## config.mk

```make
export PLATFORM = sky130hd
export DESIGN_NAME = kanagawa_dcram_read_stage
export DESIGN_NICKNAME = d
export VERILOG_FILES = /design/src/rtl/kanagawa_dcram_read_stage.sv
export SDC_FILE = /design/constraint.sdc
export NUM_CORES = 1
export LEC_CHECK = 0
export CORE_MARGIN = 5
export CORE_UTILIZATION = 40
export DETAILED_ROUTE_END_ITERATION = 10
export GPL_ROUTABILITY_DRIVEN = 0
export MAX_ROUTING_LAYER = met4
export PLACE_DENSITY_LB_ADDON = 0.25
export SLEW_MARGIN = 20
export SYNTH_ARGS = -nofsm -noshare
export SYNTH_HDL_FRONTEND = slang
export SYNTH_SLANG_ARGS = --single-unit
```

## constraint.sdc

```tcl
create_clock -name rdclk -period 2.9 [get_ports rdclk]
set_input_delay 0.58 -clock rdclk [delete_from_list [all_inputs] [get_ports rdclk]]
set_output_delay 0.58 -clock rdclk [all_outputs]
set_load 0.05 [all_outputs]
```

## src/rtl/kanagawa_dcram_read_stage.sv

```systemverilog
// Read-side controller for a dual-clock FIFO on a fixed-latency dual-port RAM.
// Issues RAM reads against credit, captures returning words, streams them out.
module kanagawa_dcram_read_stage #(
  parameter int DATA_WIDTH   = 32,
  parameter int ADDR_WIDTH   = 9,
  parameter int READ_LATENCY = 2
) (
  input  logic                  rdclk,
  input  logic                  rdrst_n,
  input  logic [ADDR_WIDTH:0]   wrptr_sync_in,
  output logic [ADDR_WIDTH:0]   rdptr_out,
  output logic [ADDR_WIDTH-1:0] readaddr_out,
  input  logic [DATA_WIDTH-1:0] ram_data_in,
  output logic                  valid_out,
  input  logic                  ready_in,
  output logic [DATA_WIDTH-1:0] data_out,
  output logic                  empty_out
);

  localparam int OBUF_DEPTH = READ_LATENCY + 2;
  localparam int PW = $clog2(OBUF_DEPTH);
  localparam int CW = $clog2(OBUF_DEPTH + 1) + 1;
  localparam logic [CW-1:0] DEPTH_C = CW'(OBUF_DEPTH);
  localparam logic [PW-1:0] LAST_C  = PW'(OBUF_DEPTH - 1);

  logic [ADDR_WIDTH:0]     rdptr_q, rdptr_d, avail;
  logic [READ_LATENCY-1:0] infl_q, infl_d;
  logic [CW-1:0]           icnt_q, icnt_d;
  logic [CW-1:0]           ocnt_q, ocnt_d;
  logic [PW-1:0]           head_q, head_d;
  logic [PW-1:0]           tail_q, tail_d;
  logic [DATA_WIDTH-1:0]   obuf_q [OBUF_DEPTH];
  logic                    issue, cap, pop;

  assign avail = wrptr_sync_in - rdptr_q;
  // Credit counts only registered state; a same-cycle pop frees nothing yet.
  assign issue = (avail != '0) && ((icnt_q + ocnt_q) < DEPTH_C);
  assign cap   = infl_q[READ_LATENCY-1];
  assign pop   = valid_out && ready_in;

  always_comb begin
    rdptr_d = rdptr_q + (ADDR_WIDTH+1)'(issue);
    infl_d = '0;
    infl_d[0] = issue;
    for (int i = 1; i < READ_LATENCY; i++) begin
      infl_d[i] = infl_q[i-1];
    end
    icnt_d = icnt_q + CW'(issue) - CW'(cap);
    ocnt_d = ocnt_q + CW'(cap) - CW'(pop);
    head_d = head_q;
    tail_d = tail_q;
    if (pop) begin
      head_d = (head_q == LAST_C) ? '0 : head_q + 1'b1;
    end
    if (cap) begin
      tail_d = (tail_q == LAST_C) ? '0 : tail_q + 1'b1;
    end
  end

  always_ff @(posedge rdclk or negedge rdrst_n) begin
    if (!rdrst_n) begin
      rdptr_q <= '0;
      infl_q  <= '0;
      icnt_q  <= '0;
      ocnt_q  <= '0;
      head_q  <= '0;
      tail_q  <= '0;
      for (int i = 0; i < OBUF_DEPTH; i++) begin
        obuf_q[i] <= '0;
      end
    end else begin
      rdptr_q <= rdptr_d;
      infl_q  <= infl_d;
      icnt_q  <= icnt_d;
      ocnt_q  <= ocnt_d;
      head_q  <= head_d;
      tail_q  <= tail_d;
      if (cap) begin
        obuf_q[tail_q] <= ram_data_in;
      end
    end
  end

  assign rdptr_out    = rdptr_q;
  assign readaddr_out = rdptr_q[ADDR_WIDTH-1:0];
  assign valid_out    = (ocnt_q != '0);
  assign data_out     = obuf_q[head_q];
  assign empty_out    = (ocnt_q == '0) && (icnt_q == '0) && (avail == '0);

endmodule

```

==> results of run 1 <==
## area by class of cell
type                       instances  area [µm²]
tap                              229         287
fill                            1518        8350
inverter                          28         105
clock inverter                     9         123
sequential                       152        3810
clock buffer                      22         474
multi-input combinational        289        3460
timing repair buffer             140        1290
## registers in the layout, indices dropped and copies added, names as in the netlist
name / flops
head_q: 2
icnt_q: 4
obuf_q: 128
infl_q: 2
ocnt_q: 4
tail_q: 2
rdptr_out: 10
## critical path, cell delays in order
cell and delay, ns:
dlygate4sd2_1 0.26, ha_4 0.27, mux2_4 0.31, nor4_4 0.28, o2111a_1 0.22, nand4_2 0.11, buf_6 0.14, buf_4 0.12
buf_4 0.12, o21ai_2 0.14, ha_4 0.22, inv_2 0.06, ha_4 0.13, inv_2 0.04, fa_2 0.52, inv_1 0.04
## worst max-delay path by stage
stage                                start                   to  cells after the start
global placement          wrptr_sync_in[0]  icnt_q[1]$_DFF_PN0_                     16
finish                    wrptr_sync_in[8]  icnt_q[1]$_DFF_PN0_                     16
detailed placement        wrptr_sync_in[0]  icnt_q[2]$_DFF_PN0_                     16
CTS                 rdptr_out[1]$_DFF_PN0_            empty_out                     11
floorplan           rdptr_out[1]$_DFF_PN0_  icnt_q[2]$_DFF_PN0_                     14
global route        rdptr_out[1]$_DFF_PN0_            empty_out                     11
## kinds of logic (layout without fill, tap and decap cells)
group / count (synthesis) / after routing / synth area share (%)
AND/OR/NAND/NOR: 48 / 48 / 3.52
AO/OA/AOI/OAI: 31 / 31 / 2.93
multiplexers: 162 / 162 / 30.1
buffers and inverters: 57 / 199 / 3.46
flip-flops: 152 / 152 / 52.4
adder cells (fa/ha/maj): 30 / 30 / 5.38
XOR/XNOR: 18 / 18 / 2.17
## what timing repair did
| item | in CTS | in global routing |
|---|---|---|
| setup endpoints to repair | 20 | 9 |
| pin swaps | 16 | 12 |
| resized for setup | 39 | 14 |
| buffers inserted | 5 | 5 |
## metrics by stage
step	instances	hold slack (ns)	utilization, %	instance area (µm²)
after global routing	869	0.252	53.3	9550
after global placement	828	0.335	48.8	8740
after detailed placement	828	0.348	48.8	8740
after CTS	864	0.234	52.7	9430
after floorplan	498	0.284	-	7350
final	869	0.189	53.3	9550
## layer usage
metal,track usage (%),share of wire (%),vias up
met1,20.6,45,2306
met4,5.06,1.6,0
met3,3.71,3.5,21
li1,-,-,2056
met2,26.7,50,90
met5,-,0,-
## layout by cell type, fill, tap and decap left out, types with 11 or more instances in the layout
| master | n |
|---|---|
| dfrtp_1 | 143 |
| dlygate4sd2_1 | 20 |
| mux4_2 | 32 |
| nand3_1 | 11 |
| clkdlybuf4s50_1 | 55 |
| buf_4 | 57 |
| mux2_2 | 129 |
| clkbuf_16 | 17 |
| ha_1 | 15 |
| inv_1 | 22 |
==> metrics.md, run 1 <==
| Metric | Value |
|---|---|
| Port-buffer cells | `97` |
| Number of cell rows | `49` |
| Failing checks | `setup timing` |
| Die Area | `0.0209 mm²` |
| Reg-to-Reg Start | `rdptr_out[7]$_DFF_PN0_` |
| Initial antenna violation count | `0` |
| Tot GR Track Use | `16.4%` |
| Crit path kind | `input pin to flop` |
| Post-synthesis sequential area ratio | `52.4%` |
| Max Slew Vio Count | `0` |
| Async S/R FF share, synth | `100%` |
| Most used DFF post-synth | `dfrtp_1` |
| Clock transition at the registers of the reported paths | `0.06 ns` |
| Max_cap viols | `0` |
| Drt first pass iters | `4` |
| Final Hold Viols | `0` |
| Synth top area share | `52.4%` |
| Period utilization | `112%` |
| GR Overflow Total | `0` |
| Synthesis-stage register bit count | `152` |
| Pin count of the biggest net entering global routing | `82` |
| Syn Nets | `573` |
| CTS sink count | `152` |
| Core ar. | `0.0179 mm²` |
| Clock latency on the worst-skew pair | `0.41 ns` |
| Detailed-route wire length per cell | `18.0 µm` |
| RSZ-0062 raised after global routing | `yes` |
| CP Capture Type | `flop` |
| WP data required | `3.20 ns` |
| R2r worst-path depth | `17` |
| Synth warn | `0` |
| Synth top cells by count | `152 x dfrtp_1, 129 x mux2_2, 32 x mux4_2` |
| Area of the mapped netlist | `0.00726 mm²` |
| CTS tree | `yes` |
| Fmax achieved | `0.308 GHz` |
| Vias in the first global route | `5081` |
| Layout cells sized above 1 | `48.4%` |
| DP Worst Slack | `-0.638 ns` |
| Die height | `145 µm` |
| Arrival time worst endpoint | `3.55 ns` |
| R2r setup slk | `-0.31 ns` |
| # diodes | `0` |
| Cell accounting for the most synthesized area | `dfrtp_1` |
| Hold WC Path Type | `input pin to async pin` |
| Setup violators final | `4` |
| DRT iter0 DRCs | `154` |
| Final nets | `703` |
| Post-synth EDFFs | `0` |
| Mapped Avg Cell Area | `14.6 µm²` |
| DRT antenna net count | `0` |
| Longest Clk Path Bufs | `2` |
| FF-to-FF End | `icnt_q[1]$_DFF_PN0_` |
| Max-slew headroom | `49.1%` |
| Setup tns final | `-1.22 ns` |
| Most common cell in the synthesized netlist | `dfrtp_1` |
| CP max FO | `2` |
| Worst Skew | `0.00914 ns` |
| Min Tclk post-route | `3.25 ns` |
| DP HPWL | `10600 µm` |
| Status | `finished with violations` |
| CTS Buf Count | `17` |
| Via density | `5.15` |
| Layout overhead on the synthesized area | `31.5%` |
| Startpoint Class | `input pin` |
| Post-synth cell types | `40` |
| Largest cells by area after synthesis | `dfrtp_1 52%, mux2_2 20%, mux4_2 9.9%` |
| # IOs | `98` |
| H-tree lvl count | `4` |
| Synth Instances | `498` |
| DR vias | `4473` |
| Initial core utilization | `40.6%` |
| Worst Tran Pin Value | `0.764 ns` |
| Setup ws final | `-0.346 ns` |
| DRC violations left | `0` |
| Die width | `145 µm` |
| Total wire length | `15700 µm` |
| First-pass GRT wire length | `25700 µm` |
| Root Driver | `clkbuf_16` |
| CTS Hold Bufs | `0` |
Power of run 1 is not shown: default switching activity piles up to over one toggle a cycle in this logic, so the estimate is an artifact.
==> run 2, diff against run 1 <==
--- a/config.mk
+++ b/config.mk
@@ -5,8 +5,9 @@
 export SDC_FILE = /design/constraint.sdc
 export NUM_CORES = 1
 export LEC_CHECK = 0
-export CORE_MARGIN = 5
-export CORE_UTILIZATION = 40
+export CAP_MARGIN = 0
+export CORE_MARGIN = 10
+export CORE_UTILIZATION = 50
 export DETAILED_ROUTE_END_ITERATION = 10
 export GPL_ROUTABILITY_DRIVEN = 0
 export MAX_ROUTING_LAYER = met4
==> run 2 against run 1 <==
The flow still finishes with violations (setup timing). Design area decreased by 1.7%. Final cell count decreased by 6.3%. Clock-buffer cell count unchanged. Non-clock buffer count decreased by 6. Global-route usage increased by 0.87 points. Register-to-register slack improved by 0.22 ns. Via count increased by 1.3%. Worst hold slack got worse by 0.019 ns. Routed wire length increased by 2.7%. Highest routed layer unchanged.
==> metrics.md, run 2 (synthesized netlist as in run 1, its figures left out) <==
| Metric | Value |
|---|---|
| Status | `finished with violations` |
| Failing checks | `setup timing` |
| GR Overflow Total | `0` |
| Hold WC Path Type | `input pin to async pin` |
| DRC violations left | `0` |
| Final nets | `697` |
| Max-slew headroom | `40.5%` |
| Fillers | `990` |
| Drt first pass iters | `4` |
| Setup ws final | `-0.325 ns` |
| H-tree lvl count | `4` |
| Initial antenna violation count | `0` |
| Detailed-route wire length per cell | `19.8 µm` |
| Worst Skew | `0.0104 ns` |
| Die Area | `0.0197 mm²` |
| Final cell count without fillers | `814` |
| CTS sink count | `152` |
| Tot GR Track Use | `17.3%` |
| Min Tclk post-route | `3.23 ns` |
| DR vias | `4532` |
| DRT iter0 DRCs | `131` |
| R2r worst-path depth | `15` |
| Period utilization | `111%` |
| Total wire length | `16100 µm` |
| Setup violators final | `2` |
| DRT antenna net count | `0` |
| Register area | `0.00381 mm²` |
| CTS Hold Bufs | `0` |
| Clock latency on the worst-skew pair | `0.42 ns` |
| CTS tree | `yes` |
| Layout overhead on the synthesized area | `29.3%` |
| First-pass GRT wire length | `26600 µm` |
| CP Capture Type | `output port` |
| Startpoint Class | `flop` |
| Die width | `140 µm` |
| CP max FO | `3` |
| Root Driver | `clkbuf_16` |
| Most common cell after layout, fill and taps aside | `dfrtp_1` |
| # diodes | `0` |
| CP max-delay cell | `dfrtp_2` |
| Largest Register | `obuf_q` |
| Max stage delay on crit path | `0.41 ns` |
| Crit path kind | `flop to output port` |
| Worst Tran Pin Value | `0.892 ns` |
| Multi-input gate area | `0.00343 mm²` |
| Dpl cells | `776` |
| Layout cells sized above 1 | `49.8%` |
| Final Hold Viols | `0` |
| Longest Clk Path Bufs | `2` |
| Setup tns final | `-0.412 ns` |
| WP data required | `2.32 ns` |
| DP Worst Slack | `-0.641 ns` |
| CTS Buf Count | `17` |
| Fmax achieved | `0.310 GHz` |
| Arrival time worst endpoint | `2.65 ns` |
| Vias in the first global route | `5139` |
| Core ar. | `0.0140 mm²` |
| Die height | `140 µm` |
| Commonest cells after routing, fill and taps aside | `143 x dfrtp_1, 129 x mux2_2, 64 x buf_4` |
| Max FFs per register | `128` |
| RSZ-0062 raised after global routing | `yes` |
| Max Slew Vio Count | `0` |
| Max_cap viols | `0` |
| Pin count of the biggest net entering global routing | `72` |
| Clock transition at the registers of the reported paths | `0.06 ns` |
| Initial core utilization | `51.7%` |
| DP HPWL | `11000 µm` |
| # IOs | `98` |
| Number of cell rows | `43` |
| Via density | `5.57` |
| Port-buffer cells | `97` |
| Critical path cell sequence | `inv_2, ha_4, nor2b_4, o211ai_1, nand2_1, a211oi_2, xnor2_2, buf_4, nor4_4, buf_12` |
run 2: worst paths after layout:
check	startpoint	endpoint	slack, ns
max in group asynchronous	rdrst_n	obuf_q[94]$_DFFE_PN0P_	1.95
min in group rdclk	infl_q[0]$_DFF_PN0_	infl_q[1]$_DFF_PN0_	0.36
setup reg to reg	rdptr_out[1]$_DFF_PN0_	icnt_q[1]$_DFF_PN0_	-0.09
hold reg to reg	infl_q[0]$_DFF_PN0_	infl_q[1]$_DFF_PN0_	0.36
hold / removal	rdrst_n	obuf_q[103]$_DFFE_PN0P_	0.17
setup / recovery	rdptr_out[1]$_DFF_PN0_	empty_out	-0.33
run 2: per-stage QoR:
step	utilization (%)	hold slack [ns]	cell area (µm²)
detailed placement	61.3	0.351	8610
CTS	66.1	0.192	9290
global route	66.9	0.218	9390
floorplan	-	0.284	7350
finish	66.9	0.170	9390
global placement	61.3	0.336	8610
run 2: repair_timing:
action,CTS,global route
endpoints found under the setup margin,12,12
setup buffers,4,3
hold endpoints to repair,0,0
gates resized for setup,19,16
pin swaps,15,18
run 2: worst max-delay path, delay by kind of cell, from the launching register on:
family / cells / cell delay, ns
AND/OR/NAND/NOR: 3 / 0.56
buffers and inverters: 3 / 0.41
XOR/XNOR: 1 / 0.10
flip-flops: 1 / 0.41
adder cells (fa/ha/maj): 1 / 0.20
AO/OA/AOI/OAI: 2 / 0.56
run 2: cell type report:
class                           instances  area share [%]
Tap cell                              180            2.40
Clock inverter                          9            1.31
Timing Repair Buffer                  134            13.0
Sequential cell                       152            40.6
Multi-Input combinational cell        289            36.5
Clock buffer                           22            5.05
Inverter                               28            1.12
run 2: layer usage:
metal / share of wire [%] / global-route usage, % / up-vias / wire length [µm]
met5: 0 / - / - / 0
met4: 1.3 / 6.30 / 0 / 207
met3: 4.7 / 4.56 / 16 / 750
met2: 50 / 26.5 / 120 / 8000
met1: 44 / 21.7 / 2349 / 7140
li1: - / - / 2047 / -
Power of run 2 is left out for the same reason.
